`src/rtl/washer_pkg.sv`:
```
// Shared types and constants for the wash-cycle sequencer: state codes, error
// and motor-speed encodings, phase duration lookups and the soak length.
package washer_pkg;

  typedef enum logic [3:0] {
    ST_OFF    = 4'd0,
    ST_IDLE   = 4'd1,
    ST_DELAY  = 4'd2,
    ST_FILL   = 4'd3,
    ST_SOAK   = 4'd4,
    ST_WASH   = 4'd5,
    ST_DRAIN  = 4'd6,
    ST_RFILL  = 4'd7,
    ST_RINSE  = 4'd8,
    ST_RDRAIN = 4'd9,
    ST_SPIN   = 4'd10,
    ST_DONE   = 4'd11,
    ST_PAUSED = 4'd12,
    ST_ERROR  = 4'd13
  } state_t;

  localparam logic [1:0] ERR_NONE    = 2'b00;
  localparam logic [1:0] ERR_LID     = 2'b01;
  localparam logic [1:0] ERR_TIMEOUT = 2'b10;
  localparam logic [1:0] ERR_UNBAL   = 2'b11;

  localparam logic [1:0] MS_AGITATE   = 2'b00;
  localparam logic [1:0] MS_SPIN_LOW  = 2'b01;
  localparam logic [1:0] MS_SPIN_MED  = 2'b10;
  localparam logic [1:0] MS_SPIN_HIGH = 2'b11;

  localparam int SOAK_TIME = 10;

  function automatic logic [7:0] wash_time(input logic [1:0] sel);
    case (sel)
      2'b00:   return 8'd5;
      2'b01:   return 8'd10;
      2'b10:   return 8'd15;
      default: return 8'd8;
    endcase
  endfunction

  function automatic logic [7:0] spin_time(input logic [1:0] sel);
    case (sel)
      2'b00:   return 8'd3;
      2'b01:   return 8'd5;
      default: return 8'd7;
    endcase
  endfunction

  function automatic logic [1:0] spin_motor_code(input logic [1:0] sel);
    case (sel)
      2'b00:   return MS_SPIN_LOW;
      2'b01:   return MS_SPIN_MED;
      default: return MS_SPIN_HIGH;
    endcase
  endfunction

endpackage

```
`src/rtl/washer_phase_timer.sv`:
```
// Loadable down-counter for timed phases; saturates at zero, holds while
// frozen, and flags expiry when it reads 1 (the last cycle of a phase).
module washer_phase_timer #(
  parameter int W = 8
) (
  input  logic         clk,
  input  logic         reset_n,
  input  logic         i_load,
  input  logic [W-1:0] i_load_value,
  input  logic         i_freeze,
  output logic [W-1:0] o_count,
  output logic         o_expire
);

  logic [W-1:0] r_count;

  always_ff @(posedge clk or negedge reset_n) begin
    if (!reset_n) begin
      r_count <= '0;
    end else if (i_load) begin
      r_count <= i_load_value;
    end else if (!i_freeze && r_count != '0) begin
      r_count <= r_count - 1'b1;
    end
  end

  assign o_count  = r_count;
  assign o_expire = (r_count == W'(1));

endmodule

```
`src/rtl/washer_cycle_sequencer.sv`:
```
// Wash-cycle controller: power, delayed start, fill/wash/drain, N rinses, spin,
// done, with pause, lid/timeout/balance errors. Define SOAK_EN to add a soak phase.
module washer_cycle_sequencer
  import washer_pkg::*;
#(
  parameter int TIMER_W      = 8,
  parameter int DELAY_W      = 12,
  parameter int RC_W         = 2,
  parameter int RINSE_TIME   = 6,
  parameter int FILL_TIMEOUT = 200,
  parameter int DONE_HOLD    = 4
) (
  input  logic               clk,
  input  logic               reset_n,
  input  logic               power_button,
  input  logic               start_button,
  input  logic               pause_button,
  input  logic [1:0]         cycle_select,
  input  logic [1:0]         spin_speed_select,
  input  logic [RC_W-1:0]    rinse_count,
  input  logic [DELAY_W-1:0] delay_value,
  input  logic               lid_closed,
  input  logic               water_full,
  input  logic               water_empty,
  input  logic               load_balanced,
  output logic               motor_on,
  output logic [1:0]         motor_speed,
  output logic               fill_valve_on,
  output logic               drain_pump_on,
  output logic               door_locked,
  output logic               power_led,
  output logic               alarm,
  output logic               end_of_cycle_alarm,
  output logic [TIMER_W-1:0] timer,
  output logic [3:0]         state_code,
  output logic [1:0]         error_code
);

  localparam int TO_W = $clog2(FILL_TIMEOUT + 1);
  localparam logic [TO_W-1:0] TO_LAST = TO_W'(FILL_TIMEOUT - 1);

  state_t              r_state, w_state_next, r_ret_state, w_ret_next;
  logic [1:0]          r_err_code, w_err_next, r_cyc_sel, r_spin_sel;
  logic [RC_W-1:0]     r_rinse_left, w_rinse_next;
  logic [DELAY_W-1:0]  r_dly_cnt, w_dly_next;
  logic [TO_W-1:0]     r_to_cnt, w_to_next;
  logic                w_latch, w_go_spin, w_tmr_load, w_tmr_freeze, w_tmr_expire;
  logic [TIMER_W-1:0]  w_tmr_value, w_tmr_count;
  logic                w_active, w_pausable, w_in_fd, w_exit_sensor;
  logic                r_motor_on, r_fill, r_drain, r_door, r_power_led, r_alarm, r_eoc;
  logic [1:0]          r_motor_speed;

  assign w_in_fd       = r_state inside {ST_FILL, ST_RFILL, ST_DRAIN, ST_RDRAIN};
  assign w_exit_sensor = (r_state inside {ST_FILL, ST_RFILL}) ? water_full : water_empty;
  assign w_pausable    = r_state inside {ST_FILL, ST_SOAK, ST_WASH, ST_DRAIN, ST_RFILL,
                                         ST_RINSE, ST_RDRAIN, ST_SPIN};
  assign w_active      = w_pausable || r_state == ST_DELAY || r_state == ST_PAUSED;
  assign w_tmr_freeze  = (r_state == ST_PAUSED) || (w_state_next == ST_PAUSED);

  washer_phase_timer #(.W(TIMER_W)) u_phase_timer (
    .clk          (clk),
    .reset_n      (reset_n),
    .i_load       (w_tmr_load),
    .i_load_value (w_tmr_value),
    .i_freeze     (w_tmr_freeze),
    .o_count      (w_tmr_count),
    .o_expire     (w_tmr_expire)
  );

  always_comb begin
    w_state_next = r_state;
    w_ret_next   = r_ret_state;
    w_err_next   = r_err_code;
    w_latch      = 1'b0;
    w_rinse_next = r_rinse_left;
    w_dly_next   = r_dly_cnt;
    w_tmr_load   = 1'b0;
    w_tmr_value  = '0;
    w_go_spin    = 1'b0;
    // Event priority: lid open, then fill/drain timeout, then pause, then the phase's own exit.
    if (w_active && !lid_closed) begin
      w_state_next = ST_ERROR;
      w_err_next   = ERR_LID;
    end else if (w_in_fd && !w_exit_sensor && r_to_cnt == TO_LAST) begin
      w_state_next = ST_ERROR;
      w_err_next   = ERR_TIMEOUT;
    end else if (w_pausable && pause_button) begin
      w_state_next = ST_PAUSED;
      w_ret_next   = r_state;
    end else begin
      case (r_state)
        ST_OFF: if (power_button) w_state_next = ST_IDLE;
        ST_IDLE: begin
          if (power_button) begin
            w_state_next = ST_OFF;
          end else if (start_button) begin
            if (!lid_closed) begin
              w_state_next = ST_ERROR;
              w_err_next   = ERR_LID;
            end else begin
              w_latch      = 1'b1;
              w_rinse_next = rinse_count;
              if (delay_value != '0) begin
                w_state_next = ST_DELAY;
                w_dly_next   = delay_value;
              end else begin
                w_state_next = ST_FILL;
              end
            end
          end
        end
        ST_DELAY: begin
          if (start_button)                    w_state_next = ST_IDLE;
          else if (r_dly_cnt <= DELAY_W'(1))   w_state_next = ST_FILL;
          else                                 w_dly_next   = r_dly_cnt - 1'b1;
        end
        ST_FILL: begin
          if (water_full) begin
`ifdef SOAK_EN
            w_state_next = ST_SOAK;
            w_tmr_load   = 1'b1;
            w_tmr_value  = TIMER_W'(SOAK_TIME);
`else
            w_state_next = ST_WASH;
            w_tmr_load   = 1'b1;
            w_tmr_value  = TIMER_W'(wash_time(r_cyc_sel));
`endif
          end
        end
`ifdef SOAK_EN
        ST_SOAK: begin
          if (w_tmr_expire) begin
            w_state_next = ST_WASH;
            w_tmr_load   = 1'b1;
            w_tmr_value  = TIMER_W'(wash_time(r_cyc_sel));
          end
        end
`endif
        ST_WASH: if (w_tmr_expire) w_state_next = ST_DRAIN;
        ST_DRAIN, ST_RDRAIN: begin
          if (water_empty) begin
            if (r_rinse_left != '0) w_state_next = ST_RFILL;
            else                    w_go_spin    = 1'b1;
          end
        end
        ST_RFILL: begin
          if (water_full) begin
            w_state_next = ST_RINSE;
            w_tmr_load   = 1'b1;
            w_tmr_value  = TIMER_W'(RINSE_TIME);
          end
        end
        ST_RINSE: begin
          if (w_tmr_expire) begin
            w_state_next = ST_RDRAIN;
            w_rinse_next = r_rinse_left - 1'b1;
          end
        end
        ST_SPIN: begin
          if (w_tmr_expire) begin
            w_state_next = ST_DONE;
            w_dly_next   = DELAY_W'(DONE_HOLD);
          end
        end
        ST_DONE: begin
          if (power_button)                    w_state_next = ST_OFF;
          else if (r_dly_cnt <= DELAY_W'(1))   w_state_next = ST_IDLE;
          else                                 w_dly_next   = r_dly_cnt - 1'b1;
        end
        ST_PAUSED: if (start_button) w_state_next = r_ret_state;
        ST_ERROR: begin
          if (power_button) begin
            w_state_next = ST_OFF;
            w_err_next   = ERR_NONE;
          end else if (start_button && lid_closed) begin
            w_state_next = ST_IDLE;
            w_err_next   = ERR_NONE;
          end
        end
        default: w_state_next = ST_OFF;
      endcase
    end
    // Balance is sampled only on the edge that would enter SPIN.
    if (w_go_spin) begin
      if (!load_balanced) begin
        w_state_next = ST_ERROR;
        w_err_next   = ERR_UNBAL;
      end else begin
        w_state_next = ST_SPIN;
        w_tmr_load   = 1'b1;
        w_tmr_value  = TIMER_W'(spin_time(r_spin_sel));
      end
    end
    if (w_state_next == ST_ERROR) begin
      w_tmr_load  = 1'b1;
      w_tmr_value = '0;
    end
  end

  // Timeout count survives a pause; any other phase change restarts it.
  always_comb begin
    if (r_state == ST_PAUSED)
      w_to_next = r_to_cnt;
    else if (w_in_fd && (w_state_next == r_state || w_state_next == ST_PAUSED))
      w_to_next = r_to_cnt + 1'b1;
    else
      w_to_next = '0;
  end

  always_ff @(posedge clk or negedge reset_n) begin
    if (!reset_n) begin
      r_state       <= ST_OFF;
      r_ret_state   <= ST_OFF;
      r_err_code    <= ERR_NONE;
      r_cyc_sel     <= '0;
      r_spin_sel    <= '0;
      r_rinse_left  <= '0;
      r_dly_cnt     <= '0;
      r_to_cnt      <= '0;
      r_motor_on    <= 1'b0;
      r_motor_speed <= MS_AGITATE;
      r_fill        <= 1'b0;
      r_drain       <= 1'b0;
      r_door        <= 1'b0;
      r_power_led   <= 1'b0;
      r_alarm       <= 1'b0;
      r_eoc         <= 1'b0;
    end else begin
      r_state      <= w_state_next;
      r_ret_state  <= w_ret_next;
      r_err_code   <= w_err_next;
      r_rinse_left <= w_rinse_next;
      r_dly_cnt    <= w_dly_next;
      r_to_cnt     <= w_to_next;
      if (w_latch) begin
        r_cyc_sel  <= cycle_select;
        r_spin_sel <= spin_speed_select;
      end
      r_motor_on    <= w_state_next inside {ST_WASH, ST_RINSE, ST_SPIN};
      r_motor_speed <= (w_state_next == ST_SPIN) ? spin_motor_code(r_spin_sel) : MS_AGITATE;
      r_fill        <= w_state_next inside {ST_FILL, ST_RFILL};
      r_drain       <= w_state_next inside {ST_DRAIN, ST_RDRAIN};
      r_door        <= !(w_state_next inside {ST_OFF, ST_IDLE, ST_DONE, ST_ERROR});
      r_power_led   <= (w_state_next != ST_OFF);
      r_alarm       <= (w_state_next == ST_ERROR);
      r_eoc         <= (w_state_next == ST_DONE);
    end
  end

  assign motor_on           = r_motor_on;
  assign motor_speed        = r_motor_speed;
  assign fill_valve_on      = r_fill;
  assign drain_pump_on      = r_drain;
  assign door_locked        = r_door;
  assign power_led          = r_power_led;
  assign alarm              = r_alarm;
  assign end_of_cycle_alarm = r_eoc;
  assign timer              = w_tmr_count;
  assign state_code         = r_state;
  assign error_code         = r_err_code;

endmodule

```
`config.mk`:
```
export PLATFORM = sky130hd
export DESIGN_NAME = washer_cycle_sequencer
export DESIGN_NICKNAME = d
export VERILOG_FILES = /design/src/rtl/washer_pkg.sv /design/src/rtl/washer_phase_timer.sv /design/src/rtl/washer_cycle_sequencer.sv
export SDC_FILE = /design/constraint.sdc
export NUM_CORES = 1
export LEC_CHECK = 0
export BUFFER_PORTS_ARGS = -buffer_cell sky130_fd_sc_hd__buf_2
export CAP_MARGIN = 10
export CORE_ASPECT_RATIO = 0.8
export CORE_UTILIZATION = 30
export CTS_BUF_LIST = sky130_fd_sc_hd__clkbuf_4 sky130_fd_sc_hd__clkbuf_8
export DETAILED_ROUTE_END_ITERATION = 10
export GPL_TIMING_DRIVEN = 0
export PLACE_DENSITY = 0.57
export SLEW_MARGIN = 20
export SYNTH_ARGS = -nofsm -noshare
export SYNTH_HDL_FRONTEND = slang
export SYNTH_SLANG_ARGS = --single-unit
```
`constraint.sdc`:
```
create_clock -name clk -period 5.1 [get_ports clk]
set_clock_uncertainty 0.05 [all_clocks]
set_input_delay 1.02 -clock clk [delete_from_list [all_inputs] [get_ports clk]]
set_output_delay 1.02 -clock clk [all_outputs]
set_load 0.05 [all_outputs]
```
==> impl_metrics.tcl <==
set metrics [dict create \
    status "completed" \
    critPathKind "input pin to flip-flop" \
    ys_types 73 \
    cts_resized 0 \
    yosysTopAreaCell "dfrtp_1" \
    cts-buffers-inserted 5 \
    clk_latency_ps 320 \
    tritoncts "yes" \
    cp_max_fo 10 \
    cts.reportedPaths.clkPinSlew_ps 100 \
    grt_remaining_overflow 0 \
    syn_avg_cell_area_um2 8.50 \
    ant_nets 0 \
    drt_first_iter_violations 556 \
    synthesis.instances 442 \
    synth_ff_type "dfrtp_1" \
    worst_pin_slew_ps 770 \
    synth_enable_flop_cells 0 \
    cts_htree_levels 2 \
    setup.worst_path.end_class "flip-flop" \
    die_h_um 102 \
    fin_ws_ps 1570 \
    pin_count 50 \
    die_w_um 127 \
    synth_seq_cells 53 \
    path_cells "buf_2 > clkbuf_1 > o21ai_0 > a21oi_1 > a211oi_2 > nor2_1 > a21oi_1 > a211oi_1 > a32oi_4 > and2_4 > nor3_1" \
    post-dp-hpwl_mm 8.14 \
    drcViolationCount 0 \
    track_usage_pct 17.3 \
    path_delay_family "compound AO/OA/AOI/OAI gates" \
    grt_max_degree 54 \
    relSlewSlack_pct 48.0 \
    worstPathArrival_ps 3720 \
    vias_per_cell 5.35 \
    die-area_um2 13000 \
    start_kind "input pin" \
    ys_top_cells_by_area "dfrtp_1 35%, nand2_1 5.0%, o21ai_0 4.9%" \
    tns_ps 0 \
    wl_per_cell_um 16.1 \
    root_buffer "clkbuf_8" \
    fin_crit_ps 3530 \
    slowest_delay_ps 540 \
    crit_buf_inv 2 \
    max_freq_mhz 283 \
    ctsHoldBuffers 0 \
    port_buffers 49 \
    p_leak_uw 0.00186 \
    drive_above_1_share_pct 20.2 \
    cts_setup_buffers 0 \
    clockBufferDepth 2 \
    core_um2 12200 \
    r2r_slack_ps 1670 \
    worst_path_most_repeated_cell "a21oi_1" \
    setup_viol 0 \
    power_uw 2900 \
    post-route-util_pct 35.3 \
    layout.nets 532 \
    netlist_area_um2 3750 \
    async_flop_share_pct 100 \
    vdd_drop_max_mv 0.180 \
    synth_nets 476 \
    synthDominantCellAreaShare_pct 35.3 \
    antenna_found_initial 0 \
    rsz0062_at_grt "false" \
    antenna_cells 0 \
    row_count 36 \
    grt_pass1_wl_mm 17.7 \
    yosysMostFrequentCell "dfrtp_1" \
    grt_pass1_vias 3295 \
    firstDrtPassIters 6 \
    hold_viol 0 \
    timing.final.crit_share_pct 69.2 \
    finalMaxSlewViolations 0 \
    synth.yosys.warnings 0 \
    hold_class "flip-flop to flip-flop" \
    vias 3583 \
    cellPowerDensity_nw_per_um2 673 \
    slowest_stage "nor2_1" \
    pre_cts_ws_ps 1250 \
    cap_viol_max_count 0 \
    ys_top_cells_by_count "53 x dfrtp_1, 50 x nand2_1, 45 x nor2_1" \
    clock_sinks 53 \
    wirelength_mm 10.8 \
    seq_area_frac_synth_pct 35.3 \
    start_util_pct 30.8 \
    cp_data_required_time_ps 5290 \
    gp_congestion 0.930 \
    syn_to_final_growth_pct 14.7 \
]
final timing paths:
kind                                        to            from  cells after the start
worst min-delay path            r_ret_state[3]  r_ret_state[3]                      1
worst min register to register  r_ret_state[3]  r_ret_state[3]                      1
max in group asynchronous        state_code[3]         reset_n                      1
worst max register to register     r_to_cnt[6]     r_to_cnt[0]                     11
min in group asynchronous         r_dly_cnt[1]         reset_n                      1
worst max-delay path               r_to_cnt[2]      lid_closed                     11
cells by family after synthesis:
logic type                 Yosys count  share of synthesized area [%]
and+or+nand+nor                    194                           27.8
xor gates and xnor gates            10                           2.33
DFF                                 53                           35.3
muxes                                7                           2.07
AOI/OAI and AO/OA                  133                           25.5
adders and majority gates            7                           2.33
buffers and inverters               38                           4.63
routing by layer:
layer | share of wire [%] | vias to the layer above | track usage, %
li1 | - | 1735 | -
met1 | 50 | 1685 | 26.3
met2 | 42 | 151 | 24.7
met3 | 7.3 | 12 | 3.14
met4 | 1.4 | 0 | 5.13
met5 | 0 | - | 0
flip-flops by register name (all words and copies together), names as in the netlist:
register,flops
r_ret_state,4
power_led,1
r_dly_cnt,12
u_phase_timer.o_count,8
r_rinse_left,2
motor_on,1
drain_pump_on,1
alarm,1
fill_valve_on,1
end_of_cycle_alarm,1
motor_speed,2
error_code,2
r_cyc_sel,2
door_locked,1
r_spin_sel,2
state_code,4
r_to_cnt,8
report_power, final:
group / leakage (µW) / switching [µW] / internal, µW
combinational: 0.00116 / 1240 / 697
sequential: 0.000667 / 134 / 577
clock: 0.0000408 / 150 / 102
worst reg2reg max path: stages, from the launching register on:
cell and delay [ps]:
dfrtp_1 390, ha_1 260, nand4b_1 110, nor4b_1 690, o221a_2 320, buf_2 230, nor2_1 200, a21oi_1 270
a211oi_1 110, a32oi_4 340, nor3_1 90, a211o_1 270
final cells by class:
class | instances | area [µm²]
Fill cell | 1258 | 7900
Multi-Input combinational cell | 351 | 2250
Sequential cell | 53 | 1330
Timing Repair Buffer | 49 | 248
Tap cell | 171 | 214
Buffer | 23 | 118
Clock buffer | 6 | 76.3
Inverter | 15 | 56.3
Clock inverter | 2 | 15.0
layout by cell type, fill, tap and decap left out, drive strengths merged, types with 7 or more instances in the layout:
cell    synthesis  layout
buf            15      64
dfrtp          53      53
nand2          50      50
nor2           45      45
o21ai          39      39
a21oi          22      22
inv            15      15
clkbuf          8      14
nand3          13      13
nor3           12      12
a22o           11      11
nand2b         11      11
and2           10      10
nor2b           8       8
xor2            7       7
ha              7       7
nor4            7       7
stage by stage:
stage | std cells | instance area [µm²] | hold WS [ps]
6_report | 670 | 4310 | 461
5_1_grt | 670 | 4310 | 490
4_1_cts | 670 | 4310 | 468
3_5_place_dp | 662 | 4220 | 444
3_3_place_gp | 662 | 4210 | 430
2_1_floorplan | 442 | 3750 | 417
Power figures use the tool's default switching activity.
